==> src/rtl/pipeline_ctrl_if.sv <==
// pipeline_ctrl_if -- bundle of signals between a 5-stage in-order pipeline
// datapath (master) and its hazard/forwarding controller (slave).
//
// Parameters: ADDR_WIDTH register-address width, CNT_WIDTH stall-counter width.
// master drives: id_valid, id_rs1_addr, id_rs2_addr, id_rs_used, id_rd_addr,
//                id_rd_wr, id_is_load, ex_branch_taken, dmem_busy
// slave drives:  pc_inc, pc_load, if_id_en, id_ex_en, ex_mem_en, mem_wb_en,
//                if_id_flush, id_ex_bubble, wb_wr_en, fwd_a_sel, fwd_b_sel,
//                stall_cnt
//
// Qualifier semantics: there is no ready back-pressure on this bus. The ID
// fields are meaningful only while id_valid is 1, and the datapath keeps the
// same ID instruction on the bus for as long as the controller holds
// if_id_en at 0 (stall or freeze). dmem_busy is sampled every cycle and wins
// over every other request.
interface pipeline_ctrl_if #(
   parameter int ADDR_WIDTH = 5,
   parameter int CNT_WIDTH  = 16
);
   logic                  id_valid;
   logic [ADDR_WIDTH-1:0] id_rs1_addr;
   logic [ADDR_WIDTH-1:0] id_rs2_addr;
   logic [1:0]            id_rs_used;
   logic [ADDR_WIDTH-1:0] id_rd_addr;
   logic                  id_rd_wr;
   logic                  id_is_load;
   logic                  ex_branch_taken;
   logic                  dmem_busy;

   logic                  pc_inc;
   logic                  pc_load;
   logic                  if_id_en;
   logic                  id_ex_en;
   logic                  ex_mem_en;
   logic                  mem_wb_en;
   logic                  if_id_flush;
   logic                  id_ex_bubble;
   logic                  wb_wr_en;
   logic [1:0]            fwd_a_sel;
   logic [1:0]            fwd_b_sel;
   logic [CNT_WIDTH-1:0]  stall_cnt;

   modport master (
      output id_valid, id_rs1_addr, id_rs2_addr, id_rs_used, id_rd_addr,
             id_rd_wr, id_is_load, ex_branch_taken, dmem_busy,
      input  pc_inc, pc_load, if_id_en, id_ex_en, ex_mem_en, mem_wb_en,
             if_id_flush, id_ex_bubble, wb_wr_en, fwd_a_sel, fwd_b_sel,
             stall_cnt
   );

   modport slave (
      input  id_valid, id_rs1_addr, id_rs2_addr, id_rs_used, id_rd_addr,
             id_rd_wr, id_is_load, ex_branch_taken, dmem_busy,
      output pc_inc, pc_load, if_id_en, id_ex_en, ex_mem_en, mem_wb_en,
             if_id_flush, id_ex_bubble, wb_wr_en, fwd_a_sel, fwd_b_sel,
             stall_cnt
   );
endinterface

==> src/rtl/pipeline_ctrl.sv <==
// pipeline_ctrl -- hazard detection, forwarding select, branch flush, memory
// freeze and stall counting for a 5-stage in-order pipeline.
//
// Ports:
//   clk  sole clock, all state on the rising edge
//   rst  asynchronous active-high reset; forces every output to 0
//   bus  pipeline_ctrl_if.slave (ID-stage operands, branch/busy requests in;
//        PC, pipeline-register enables, flush/bubble, wb_wr_en, forward
//        selects and stall counter out)
//
// Build option: define PIPELINE_CTRL_FORWARDING_EN to enable operand
// forwarding (only load-use stalls). Without it fwd_*_sel stay 00 and any
// pending writer of an ID source stalls until it retires from WB.
//
// No FSM: control is a priority decode (freeze > branch > stall > free-run)
// over the ID inputs and a three-entry stage scoreboard.
module pipeline_ctrl #(
   parameter int ADDR_WIDTH = 5,
   parameter int CNT_WIDTH  = 16
) (
   input logic             clk,
   input logic             rst,
   pipeline_ctrl_if.slave  bus
);

   // Stage scoreboard for EX, MEM, WB. is_load only matters while the
   // producer sits in EX (its data is not available yet); once it reaches
   // MEM the loaded value can be forwarded or written, so later stages do
   // not need to remember it.
   logic                  ex_v, mem_v, wb_v;
   logic [ADDR_WIDTH-1:0] ex_rd, mem_rd, wb_rd;
   logic                  ex_wr, mem_wr, wb_wr;
   logic                  ex_ld;
   logic [CNT_WIDTH-1:0]  stall_cnt_q;

   // A stage is a potential producer only if it writes a non-zero register.
   logic ex_prod, mem_prod, wb_prod;
   assign ex_prod  = ex_v  & ex_wr  & (ex_rd  != '0);
   assign mem_prod = mem_v & mem_wr & (mem_rd != '0);
   assign wb_prod  = wb_v  & wb_wr  & (wb_rd  != '0);

   logic use_a, use_b;
   assign use_a = bus.id_valid & bus.id_rs_used[0];
   assign use_b = bus.id_valid & bus.id_rs_used[1];

   logic ex_hit_a, ex_hit_b, mem_hit_a, mem_hit_b, wb_hit_a, wb_hit_b;
   assign ex_hit_a  = ex_prod  & use_a & (ex_rd  == bus.id_rs1_addr);
   assign ex_hit_b  = ex_prod  & use_b & (ex_rd  == bus.id_rs2_addr);
   assign mem_hit_a = mem_prod & use_a & (mem_rd == bus.id_rs1_addr);
   assign mem_hit_b = mem_prod & use_b & (mem_rd == bus.id_rs2_addr);
   assign wb_hit_a  = wb_prod  & use_a & (wb_rd  == bus.id_rs1_addr);
   assign wb_hit_b  = wb_prod  & use_b & (wb_rd  == bus.id_rs2_addr);

   logic load_use;
   assign load_use = ex_ld & (ex_hit_a | ex_hit_b);

   logic       hazard;
   logic [1:0] fwd_a, fwd_b;

`ifdef PIPELINE_CTRL_FORWARDING_EN
   // A value produced in EX is forwardable one cycle later from EX/MEM (01),
   // one produced in MEM from MEM/WB (10). WB producers are covered by the
   // regfile write path, so they never stall and never forward.
   assign hazard = load_use;
   assign fwd_a  = (ex_hit_a & ~ex_ld) ? 2'b01 : (mem_hit_a ? 2'b10 : 2'b00);
   assign fwd_b  = (ex_hit_b & ~ex_ld) ? 2'b01 : (mem_hit_b ? 2'b10 : 2'b00);
   logic unused_wb_hits;
   assign unused_wb_hits = wb_hit_a | wb_hit_b;
`else
   assign hazard = load_use | ex_hit_a | ex_hit_b | mem_hit_a | mem_hit_b
                 | wb_hit_a | wb_hit_b;
   assign fwd_a  = 2'b00;
   assign fwd_b  = 2'b00;
`endif

   // Priority decode; rst gates everything so outputs drop the instant
   // reset rises, without waiting for a clock.
   logic stall_cycle;
   logic bubble;

   always_comb begin
      bus.pc_inc       = 1'b0;
      bus.pc_load      = 1'b0;
      bus.if_id_en     = 1'b0;
      bus.id_ex_en     = 1'b0;
      bus.ex_mem_en    = 1'b0;
      bus.mem_wb_en    = 1'b0;
      bus.if_id_flush  = 1'b0;
      bubble           = 1'b0;
      stall_cycle      = 1'b0;
      if (rst || bus.dmem_busy) begin
         // freeze: everything held, nothing written
      end else if (bus.ex_branch_taken) begin
         bus.pc_load     = 1'b1;
         bus.if_id_en    = 1'b1;
         bus.id_ex_en    = 1'b1;
         bus.ex_mem_en   = 1'b1;
         bus.mem_wb_en   = 1'b1;
         bus.if_id_flush = 1'b1;
         bubble          = 1'b1;
      end else if (hazard) begin
         // ID and IF hold; a NOP goes down the pipe behind the producer
         bus.id_ex_en    = 1'b1;
         bus.ex_mem_en   = 1'b1;
         bus.mem_wb_en   = 1'b1;
         bubble          = 1'b1;
         stall_cycle     = 1'b1;
      end else begin
         bus.pc_inc      = 1'b1;
         bus.if_id_en    = 1'b1;
         bus.id_ex_en    = 1'b1;
         bus.ex_mem_en   = 1'b1;
         bus.mem_wb_en   = 1'b1;
      end
   end

   assign bus.id_ex_bubble = bubble;
   assign bus.wb_wr_en     = ~rst & ~bus.dmem_busy & wb_prod;
   assign bus.fwd_a_sel    = rst ? 2'b00 : fwd_a;
   assign bus.fwd_b_sel    = rst ? 2'b00 : fwd_b;
   assign bus.stall_cnt    = stall_cnt_q;

   always_ff @(posedge clk or posedge rst) begin
      if (rst) begin
         ex_v        <= 1'b0;
         mem_v       <= 1'b0;
         wb_v        <= 1'b0;
         ex_rd       <= '0;
         mem_rd      <= '0;
         wb_rd       <= '0;
         ex_wr       <= 1'b0;
         mem_wr      <= 1'b0;
         wb_wr       <= 1'b0;
         ex_ld       <= 1'b0;
         stall_cnt_q <= '0;
      end else if (!bus.dmem_busy) begin
         ex_v   <= bus.id_valid & ~bubble;
         ex_rd  <= bus.id_rd_addr;
         ex_wr  <= bus.id_rd_wr;
         ex_ld  <= bus.id_is_load;
         mem_v  <= ex_v;
         mem_rd <= ex_rd;
         mem_wr <= ex_wr;
         wb_v   <= mem_v;
         wb_rd  <= mem_rd;
         wb_wr  <= mem_wr;
         if (stall_cycle && (stall_cnt_q != {CNT_WIDTH{1'b1}})) begin
            stall_cnt_q <= stall_cnt_q + 1'b1;
         end
      end
   end

endmodule
==> src/flat_wrapper.sv <==
// flat-port wrapper written by rule: the top's interface ports become plain ports
module pipeline_ctrl_flat 
#(
   parameter int ADDR_WIDTH = 5,
   parameter int CNT_WIDTH  = 16
)
  (clk, rst, bus_id_valid, bus_id_rs1_addr, bus_id_rs2_addr, bus_id_rs_used, bus_id_rd_addr, bus_id_rd_wr, bus_id_is_load, bus_ex_branch_taken, bus_dmem_busy, bus_pc_inc, bus_pc_load, bus_if_id_en, bus_id_ex_en, bus_ex_mem_en, bus_mem_wb_en, bus_if_id_flush, bus_id_ex_bubble, bus_wb_wr_en, bus_fwd_a_sel, bus_fwd_b_sel, bus_stall_cnt);
  pipeline_ctrl_if #(.ADDR_WIDTH(ADDR_WIDTH), .CNT_WIDTH(CNT_WIDTH)) bus_i ();
  input logic clk;
  input logic rst;
  input wire logic [$bits(bus_i.id_valid)-1:0] bus_id_valid;
  input wire logic [$bits(bus_i.id_rs1_addr)-1:0] bus_id_rs1_addr;
  input wire logic [$bits(bus_i.id_rs2_addr)-1:0] bus_id_rs2_addr;
  input wire logic [$bits(bus_i.id_rs_used)-1:0] bus_id_rs_used;
  input wire logic [$bits(bus_i.id_rd_addr)-1:0] bus_id_rd_addr;
  input wire logic [$bits(bus_i.id_rd_wr)-1:0] bus_id_rd_wr;
  input wire logic [$bits(bus_i.id_is_load)-1:0] bus_id_is_load;
  input wire logic [$bits(bus_i.ex_branch_taken)-1:0] bus_ex_branch_taken;
  input wire logic [$bits(bus_i.dmem_busy)-1:0] bus_dmem_busy;
  output wire logic [$bits(bus_i.pc_inc)-1:0] bus_pc_inc;
  output wire logic [$bits(bus_i.pc_load)-1:0] bus_pc_load;
  output wire logic [$bits(bus_i.if_id_en)-1:0] bus_if_id_en;
  output wire logic [$bits(bus_i.id_ex_en)-1:0] bus_id_ex_en;
  output wire logic [$bits(bus_i.ex_mem_en)-1:0] bus_ex_mem_en;
  output wire logic [$bits(bus_i.mem_wb_en)-1:0] bus_mem_wb_en;
  output wire logic [$bits(bus_i.if_id_flush)-1:0] bus_if_id_flush;
  output wire logic [$bits(bus_i.id_ex_bubble)-1:0] bus_id_ex_bubble;
  output wire logic [$bits(bus_i.wb_wr_en)-1:0] bus_wb_wr_en;
  output wire logic [$bits(bus_i.fwd_a_sel)-1:0] bus_fwd_a_sel;
  output wire logic [$bits(bus_i.fwd_b_sel)-1:0] bus_fwd_b_sel;
  output wire logic [$bits(bus_i.stall_cnt)-1:0] bus_stall_cnt;
  assign bus_i.id_valid = bus_id_valid;
  assign bus_i.id_rs1_addr = bus_id_rs1_addr;
  assign bus_i.id_rs2_addr = bus_id_rs2_addr;
  assign bus_i.id_rs_used = bus_id_rs_used;
  assign bus_i.id_rd_addr = bus_id_rd_addr;
  assign bus_i.id_rd_wr = bus_id_rd_wr;
  assign bus_i.id_is_load = bus_id_is_load;
  assign bus_i.ex_branch_taken = bus_ex_branch_taken;
  assign bus_i.dmem_busy = bus_dmem_busy;
  assign bus_pc_inc = bus_i.pc_inc;
  assign bus_pc_load = bus_i.pc_load;
  assign bus_if_id_en = bus_i.if_id_en;
  assign bus_id_ex_en = bus_i.id_ex_en;
  assign bus_ex_mem_en = bus_i.ex_mem_en;
  assign bus_mem_wb_en = bus_i.mem_wb_en;
  assign bus_if_id_flush = bus_i.if_id_flush;
  assign bus_id_ex_bubble = bus_i.id_ex_bubble;
  assign bus_wb_wr_en = bus_i.wb_wr_en;
  assign bus_fwd_a_sel = bus_i.fwd_a_sel;
  assign bus_fwd_b_sel = bus_i.fwd_b_sel;
  assign bus_stall_cnt = bus_i.stall_cnt;
  pipeline_ctrl #(.ADDR_WIDTH(ADDR_WIDTH), .CNT_WIDTH(CNT_WIDTH)) u_core (.clk(clk), .rst(rst), .bus(bus_i));
endmodule
==> config.mk <==
export PLATFORM = sky130hd
export DESIGN_NAME = pipeline_ctrl_flat
export DESIGN_NICKNAME = d
export VERILOG_FILES = /design/src/rtl/pipeline_ctrl_if.sv /design/src/rtl/pipeline_ctrl.sv /design/src/flat_wrapper.sv
export SDC_FILE = /design/constraint.sdc
export NUM_CORES = 1
export LEC_CHECK = 0
export CORE_UTILIZATION = 52
export CTS_CLUSTER_SIZE = 8
export DETAILED_ROUTE_END_ITERATION = 6
export PLACE_DENSITY = 0.84
export SKIP_LAST_GASP = 1
export SYNTH_ARGS = -nofsm -noshare
export SYNTH_HDL_FRONTEND = slang
export SYNTH_SLANG_ARGS = --single-unit
==> constraint.sdc <==
create_clock -name clk -period 5.3 [get_ports clk]
set_input_delay 1.06 -clock clk [delete_from_list [all_inputs] [get_ports clk]]
set_output_delay 1.06 -clock clk [all_outputs]
set_load 0.03 [all_outputs]
== Word-level counts from Yosys, hierarchy flattened ==
Index checks and enable logic that the tools add are counted.
Word-level totals
  bits in registers: 38
  input port bits: 24
  output and inout port bits: 29
  word-level logic and storage cells: 72
Operators by class
  add/subtract/negate cells: 1
  equality and inequality tests: 7
  mux-type cells: 13
  bitwise gates (word level): 34
  reductions and logical operators: 6
Operators by type and width (number)
  $eq A5 B5 Y1: 6
  $and A1 B1 Y1: 24
  $add A16 B1 Y16 const B: 1
  $ne A16 B16 Y1 const B: 1
  $reduce_bool A5 Y1: 3
  $mux W1: 13
  $or A1 B1 Y1: 7
  $not A1 Y1: 3
  $reduce_and A2 Y1: 1
  $logic_and A1 B1 Y1: 1
  $logic_or A1 B1 Y1: 1

== Longest topological paths before layout ==
  depth after elaboration: 17
  gate-level depth with buffers: 9
  gate-level depth less buffers: 8

== Worst setup path after synthesis ==
Ideal clock, no wire load.
  path kind: input port to output port
  start: in bus_id_rs1_addr[3]
  end: out bus_pc_inc
  arrival: 2.417 ns
  required time: 4.240 ns
  path slack: 1.823 ns
  stages on the path: 6
  path buffers: 0
  cells stage by stage: xnor2_1 -> nand4_1 -> o32a_1 -> a2bb2oi_2 -> nand2_1 -> nor3_1
On the way
  longest elaborated chain between the ends: 13
  elaborated cells between the ends (all ways): 17
  classes of those cells: eq/ne (3); mux (3); bitwise (11)
RTL lines
  start, declared: line flat_wrapper.sv:12  | input wire logic [$bits(bus_i.id_rs1_addr)-1:0] bus_id_rs1_addr;
  $eq A5 B5 Y1: line pipeline_ctrl.sv:47  | assign ex_hit_a = ex_prod & use_a & (ex_rd == bus.id_rs1_addr);
  $and A1 B1 Y1: line pipeline_ctrl.sv:47
  $or A1 B1 Y1: line pipeline_ctrl.sv:55  | assign load_use = ex_ld & (ex_hit_a | ex_hit_b);
  $and A1 B1 Y1: line pipeline_ctrl.sv:55
  $or A1 B1 Y1 (4 in a row): line pipeline_ctrl.sv:70  | assign hazard = load_use | ex_hit_a | ex_hit_b | mem_hit_a | mem_hit_b
  $or A1 B1 Y1 * (2 in a row): line pipeline_ctrl.sv:71  | | wb_hit_a | wb_hit_b;
  $mux W1 *: line pipeline_ctrl.sv:101  | end else if (hazard) begin
  $mux W1 *: line pipeline_ctrl.sv:93  | end else if (bus.ex_branch_taken) begin
  $mux W1 *: line pipeline_ctrl.sv:91  | if (rst || bus.dmem_busy) begin
  end, declared: line flat_wrapper.sv:20  | output wire logic [$bits(bus_i.pc_inc)-1:0] bus_pc_inc;
Every way passes the cells marked *; elsewhere a longest branch is shown, timed or not.

== Final worst setup path ==
  start: in bus_id_rs1_addr[0]
  end: out bus_id_ex_bubble
On the way
  longest elaborated chain between the ends: 13
  elaborated cells between the ends (all ways): 17
  classes of those cells: eq/ne (3); mux (3); bitwise (11)
RTL lines
  $eq A5 B5 Y1: line pipeline_ctrl.sv:47
  $and A1 B1 Y1: line pipeline_ctrl.sv:47
  $or A1 B1 Y1: line pipeline_ctrl.sv:55
  $and A1 B1 Y1: line pipeline_ctrl.sv:55
  $or A1 B1 Y1 (4 in a row): line pipeline_ctrl.sv:70
  $or A1 B1 Y1 * (2 in a row): line pipeline_ctrl.sv:71
  $mux W1 *: line pipeline_ctrl.sv:101
  $mux W1 *: line pipeline_ctrl.sv:93
  $mux W1 *: line pipeline_ctrl.sv:91
  end, declared: line flat_wrapper.sv:27  | output wire logic [$bits(bus_i.id_ex_bubble)-1:0] bus_id_ex_bubble;
Marked as above.

==> flow_metrics.py <==
metrics = {
    "detailed_routing": {
        "drc": 0,
        "wire_per_inst_um": 15.6,
        "drt_iter0_markers": 79,
        "vias_per_cell": 5.63,
        "routed_wl_mm": 4.27,
        "drt_pass1_iterations": 6,
        "ant_nets": 0,
        "vias": 1542,
    },
    "floorplanning": {
        "fp-row-count": 22,
        "start_util": 0.550,
        "pin_count": 53,
        "core_mm2": 0.00372,
        "die_w_um": 64.7,
        "die_h_um": 64.7,
        "dieArea_mm2": 0.00419,
    },
    "finish": {
        "layout-drive-gt1-share": 0.164,
        "antenna_cells": 0,
        "mostFrequentLayoutCells": "clkdlybuf4s50_1, xnor2_1, dfrtp_1, mux2_2, nand4_1",
        "nFillCells": 280,
        "syn2layout_area_growth_pct": 29.9,
        "fin_nets": 250,
        "final_common_cell": "clkdlybuf4s50_1",
    },
    "clock_network": {
        "clk_latency_ps": 290,
        "cts_tree": "built",
        "htreeDepth": 2,
        "clockBufferDepth": 2,
        "cts_buffers": 5,
        "clkSinkCount": 37,
        "clkSlewWorstSetupHoldPaths_ps": 70,
        "cts_resized": 0,
        "hold_buffers": 0,
        "clockRootBuffer": "clkbuf_8",
        "cts_setup_buffers": 0,
    },
    "job": {
        "cap_violations": 0,
    },
    "power_and_ir_drop": {
        "combPwrFrac": 0.179,
        "p_int_w": 0.000573,
        "p_seq_frac": 0.446,
        "switching_share": 0.255,
        "p_leak_nw": 1.05,
        "clockPowerShare": 0.375,
        "powerDensity_mw_per_mm2": 290,
        "power.switching_w": 0.000196,
        "peakVddDrop_v": 0.000308,
    },
    "global_routing": {
        "grt_pass1_vias": 1528,
        "overflow": 0,
        "grt_pass1_wl_mm": 7.11,
        "grt_max_degree": 38,
        "grt_use_total": 0.231,
        "antenna_found_initial": 0,
    },
    "logic_synthesis": {
        "ys_ff_latch": 37,
        "syn_inst": 178,
        "synth_flop_cell": "dfrtp_1",
        "async_reset_ff_frac": 1.00,
        "netlist_area_mm2": 0.00204,
        "seq_area_frac_synth": 0.453,
        "synth_cell_type_count": 31,
        "yosys_warnings": 0,
        "syn_area_per_cell_um2": 11.5,
        "synth_edf_count": 0,
    },
    "sta": {
        "rsz0062_at_grt": "false",
        "hold_violations": 0,
        "finalCritPeriodShare": 0.847,
        "period_needed_ps": 4490,
        "slew-limit-headroom": 0.598,
        "fmax_mhz": 223,
        "finClkSkew_ps": 4.45,
        "fin_worst_hold_slack_ps": 495,
        "setup_viol": 0,
        "maxSlewViolCount": 0,
        "tightest_slew_ps": 599,
        "tns_ps": 0,
    },
    "critical_path": {
        "r2r_setup_slack_ps": 3030,
        "r2r-start": "u_core.ex_rd[4]",
        "crit_type": "in2out",
        "cp_data_arrival_time_ps": 3430,
        "cp-start-kind": "input port",
        "required_ps": 4240,
        "critPathLaunch": "bus_id_rs1_addr[0]",
        "worstSetupEndpointType": "output pin",
        "cp_max_fo": 3,
    },
    "run_status": {
        "outcome": "completed",
    },
    "hold_path": {
        "hold_path.class": "reg2reg",
        "min_from": "u_core.bus.stall_cnt[10]",
    },
    "placed_design": {
        "routabilityCongestion": 0.920,
        "io_buffers": 47,
        "hpwl_mm": 3.03,
    },
}
-- stage by stage --
stage	power (W)	cell area [um^2]	setup slack, ps	util	instances
CTS	0.000774	2660	799	0.715	274
detailed placement	0.000485	2520	803	0.679	266
global placement	0.000481	2520	842	0.679	266
finish	0.000769	2660	810	0.715	274
global route	0.000803	2660	695	0.715	274
floorplan	0.000437	2060	1820	-	181
-- worst max-delay path: stages --
cell             delay [ps]
clkdlybuf4s50_1         580
xnor2_1                 150
nand4_1                 130
o32ai_2                 310
o2111ai_2               220
a31oi_1                 270
clkdlybuf4s50_1         710
-- logic make-up after synthesis --
group           share of synthesized area
simple gates                        0.125
xor+xnor                            0.193
flops                               0.453
mux                                 0.121
buf+inv                            0.0459
compound gates                     0.0551
fa+ha+maj                         0.00612
other cells                       0.00183
-- sequential cells by signal (all words and copies together), names as in the netlist --
signal	flops
u_core.mem_v	1
u_core.ex_v	1
u_core.wb_v	1
u_core.ex_wr	1
u_core.mem_wr	1
u_core.bus.stall_cnt	16
u_core.wb_wr	1
u_core.wb_rd	5
u_core.ex_rd	5
u_core.mem_rd	5
-- power by group through the flow --
stage                     Sequential [W]  Clock, W  Combinational (W)
after CTS                       0.000343  0.000292           0.000139
after floorplan                 0.000340         0          0.0000971
after global placement          0.000346         0           0.000134
after global routing            0.000348  0.000305           0.000150
final                           0.000343  0.000288           0.000137
after detailed placement        0.000348         0           0.000137
-- Yosys cell counts (2+ instances only) --
cell      count  area, um^2
buf_1         2        7.51
or4_1         2        15.0
inv_1         4        15.0
buf_4         7        52.6
nand2_1       6        22.5
xor2_1        3        26.3
nor2_1        4        15.0
nand4_1      18         113
xnor2_1      42         368
nor3_1        2        10.0
dfrtp_1      37         926
mux2_2       21         236
clkbuf_1      2        7.51
and3_1        6        37.5
nand3_1       6        30.0
-- cell type report --
type                    instances  area (um^2)  share of cell area
flip-flops and latches         37          926               0.349
clock inverters                 3         65.1              0.0245
clock buffers                   5         68.8              0.0259
multi-input cells             128         1040               0.390
inverters                       4         15.0             0.00565
well taps                      48         60.1              0.0226
repair buffers                 49          485               0.183
-- worst paths after layout --
| kind | end | depth (start not counted) |
|---|---|---|
| setup / recovery | bus_id_ex_bubble | 7 |
| hold / removal | u_core.bus.stall_cnt[10] | 1 |
| setup reg to reg | u_core.bus.stall_cnt[5] | 7 |
| hold reg to reg | u_core.bus.stall_cnt[10] | 1 |
| max in group asynchronous | u_core.bus.stall_cnt[1] | 3 |
| min in group asynchronous | u_core.wb_wr | 3 |
-- routing by layer --
metal / share of wire / wire [um] / GRT usage / vias up
met2: 0.48 / 2030 / 0.367 / 61
li1: - / - / - / 707
met4: 0.041 / 175 / 0.139 / 0
met1: 0.43 / 1840 / 0.288 / 759
met3: 0.051 / 216 / 0.0475 / 15
met5: 0 / 0 / 0 / -
Power figures use the tool's default switching activity.
==> patch (same settings) <==
`ADDR_WIDTH` is set to 5 in 3 places; all go to 6.
--- a/src/rtl/pipeline_ctrl_if.sv
+++ b/src/rtl/pipeline_ctrl_if.sv
@@ -15,5 +15,5 @@
 // over every other request.
 interface pipeline_ctrl_if #(
-   parameter int ADDR_WIDTH = 5,
+   parameter int ADDR_WIDTH = 6,
    parameter int CNT_WIDTH  = 16
 );
--- a/src/rtl/pipeline_ctrl.sv
+++ b/src/rtl/pipeline_ctrl.sv
@@ -16,5 +16,5 @@
 // over the ID inputs and a three-entry stage scoreboard.
 module pipeline_ctrl #(
-   parameter int ADDR_WIDTH = 5,
+   parameter int ADDR_WIDTH = 6,
    parameter int CNT_WIDTH  = 16
 ) (
--- a/src/flat_wrapper.sv
+++ b/src/flat_wrapper.sv
@@ -2,5 +2,5 @@
 module pipeline_ctrl_flat 
 #(
-   parameter int ADDR_WIDTH = 5,
+   parameter int ADDR_WIDTH = 6,
    parameter int CNT_WIDTH  = 16
 )
Ports: changed (resized bus_id_rd_addr, bus_id_rs1_addr and bus_id_rs2_addr); port bits go from 53 to 56. No check against the original RTL was run, so the function may have changed too.
==> patch against the unedited design <==
- worst setup slack improved by 0.0041 ns
- total power decreased by 2.1%
- core utilization shrank 1.5 points
- die area is 8.3% higher
- sequential cell count increased by 3
- global-route usage shrank 0.66 points
- routed wire length is 5.3% higher
- clock skew increased by 0.0020 ns
- design area grew 6.9%
- synthesized area grew 8.6%
==> patch: results (changes against the unedited design) <==
dp_hpwl_mm: 3.46  # was 3.03 mm
synth-compound-area-share_pct: 4.85  # was 5.51%
layout.nets: 273  # was 250
finClkSkew_ns: 0.00648  # was 0.00445 ns
power.leakage_uw: 0.00112  # was 0.00105 µW
drt-initial-drc-count: 70  # was 79
post_dp_cell_area_mm2: 0.00273  # was 0.00252 mm²
syn_area_per_cell_um2: 11.4  # was 11.5 µm²
routed_wl_mm: 4.49  # was 4.27 mm
clk_path_buf_depth: 2  # unchanged
portBuffers: 50  # was 47
pwr-share-comb_pct: 18.3  # was 17.9%
synthDistinctLibCells: 32  # was 31
place_ws_ns: 0.845  # was 0.803 ns
layout-drive-gt1-share_pct: 15.4  # was 16.4%
status: "finished, final reports clean"  # unchanged
grt_first_pass_wirelength_mm: 7.46  # was 7.11 mm
firstDrtPassIters: 4  # was 6
synth_xor_area_share_pct: 20.1  # was 19.3%
synthTopCellsByArea: "dfrtp_1 45%, xnor2_1 13%, mux2_2 12%, xor2_1 7.5%, nand4_1 3.4%"  # was dfrtp_1 45%, xnor2_1 18%, mux2_2 12%, nand4_1 5.5%, buf_4 2.6%
vias_per_cell: 5.53  # was 5.63
instances_no_fill: 296  # was 274
place_inst: 288  # was 266
vdd_ir_drop_max_mv: 0.203  # was 0.308 mV
track_usage_pct: 22.4  # was 23.1%
cts_setup_buffers: 0  # unchanged
synth_common_cells: "40 x dfrtp_1, 32 x xnor2_1, 24 x mux2_2"  # was 42 x xnor2_1, 37 x dfrtp_1, 21 x mux2_2
p_seq_share_pct: 49.6  # was 44.6%
async_flop_share_pct: 100  # unchanged
grt_pass1_vias: 1559  # was 1528
cp_slowest_stage_delay_ns: 0.66  # was 0.71 ns
cts_buffers: 5  # unchanged
cp_slowest_cell: "clkdlybuf4s50_1"  # unchanged
grt_max_degree: 29  # was 38
cp_data_arrival_time_ns: 3.43  # about the same
p_sw_uw: 203  # was 196 µW
muxShareOfSynthArea_pct: 12.2  # was 12.1%
synthAdderAreaFrac_pct: 0.564  # was 0.612%
ys_seq_area_share_pct: 45.1  # was 45.3%
gp_congestion: 0.886  # was 0.920
power_density_mw_per_mm2: 265  # was 290 mW/mm²
==> patch: cell count changes in the layout (fill, tap and decap cells not counted), moves of 3 or more <==
cell,unedited run,this run
xor2_1,3,19
xnor2_1,42,32
nor4_1,0,7
nand4_1,18,12
and3_1,6,1
clkdlybuf4s50_1,47,50
dfrtp_1,37,40
mux2_2,21,24
nand2_1,6,9
nor2_1,4,7
==> patch: worst paths after layout <==
| check | depth (start not counted) | to | start | slack, ns |
|---|---|---|---|---|
| setup / recovery | 7 | bus_id_ex_bubble | bus_id_rs1_addr[0] | 0.81 |
| hold / removal | 1 | u_core.bus.stall_cnt[11]$_DFFE_PP0P_ | u_core.bus.stall_cnt[11]$_DFFE_PP0P_ | 0.50 |
| setup reg to reg | 6 | u_core.bus.stall_cnt[1]$_DFFE_PP0P_ | u_core.wb_rd[5]$_DFFE_PP0N_ | 3.03 |
| hold reg to reg | 1 | u_core.bus.stall_cnt[11]$_DFFE_PP0P_ | u_core.bus.stall_cnt[11]$_DFFE_PP0P_ | 0.50 |
| max in group asynchronous | 3 | u_core.mem_rd[3]$_DFFE_PP0N_ | rst | 3.40 |
| min in group asynchronous | 2 | u_core.bus.stall_cnt[14]$_DFFE_PP0P_ | rst | 1.16 |
==> patch: final cells by class <==
class	count	area [µm²]
fillers	314	1220
inverters	3	11.3
multi-input cells	143	1140
clock inverters	2	35.0
clock buffers	6	72.6
flip-flops and latches	40	1000
repair buffers	52	515
well taps	50	62.6
==> patch: metal layers <==
layer / up-vias / global-route usage (%) / part of all wire (%)
met5: - / 0 / 0
met4: 0 / 9.31 / 1.4
met2: 54 / 36.0 / 48
met1: 797 / 30.1 / 46
li1: 780 / - / -
met3: 5 / 3.55 / 3.9
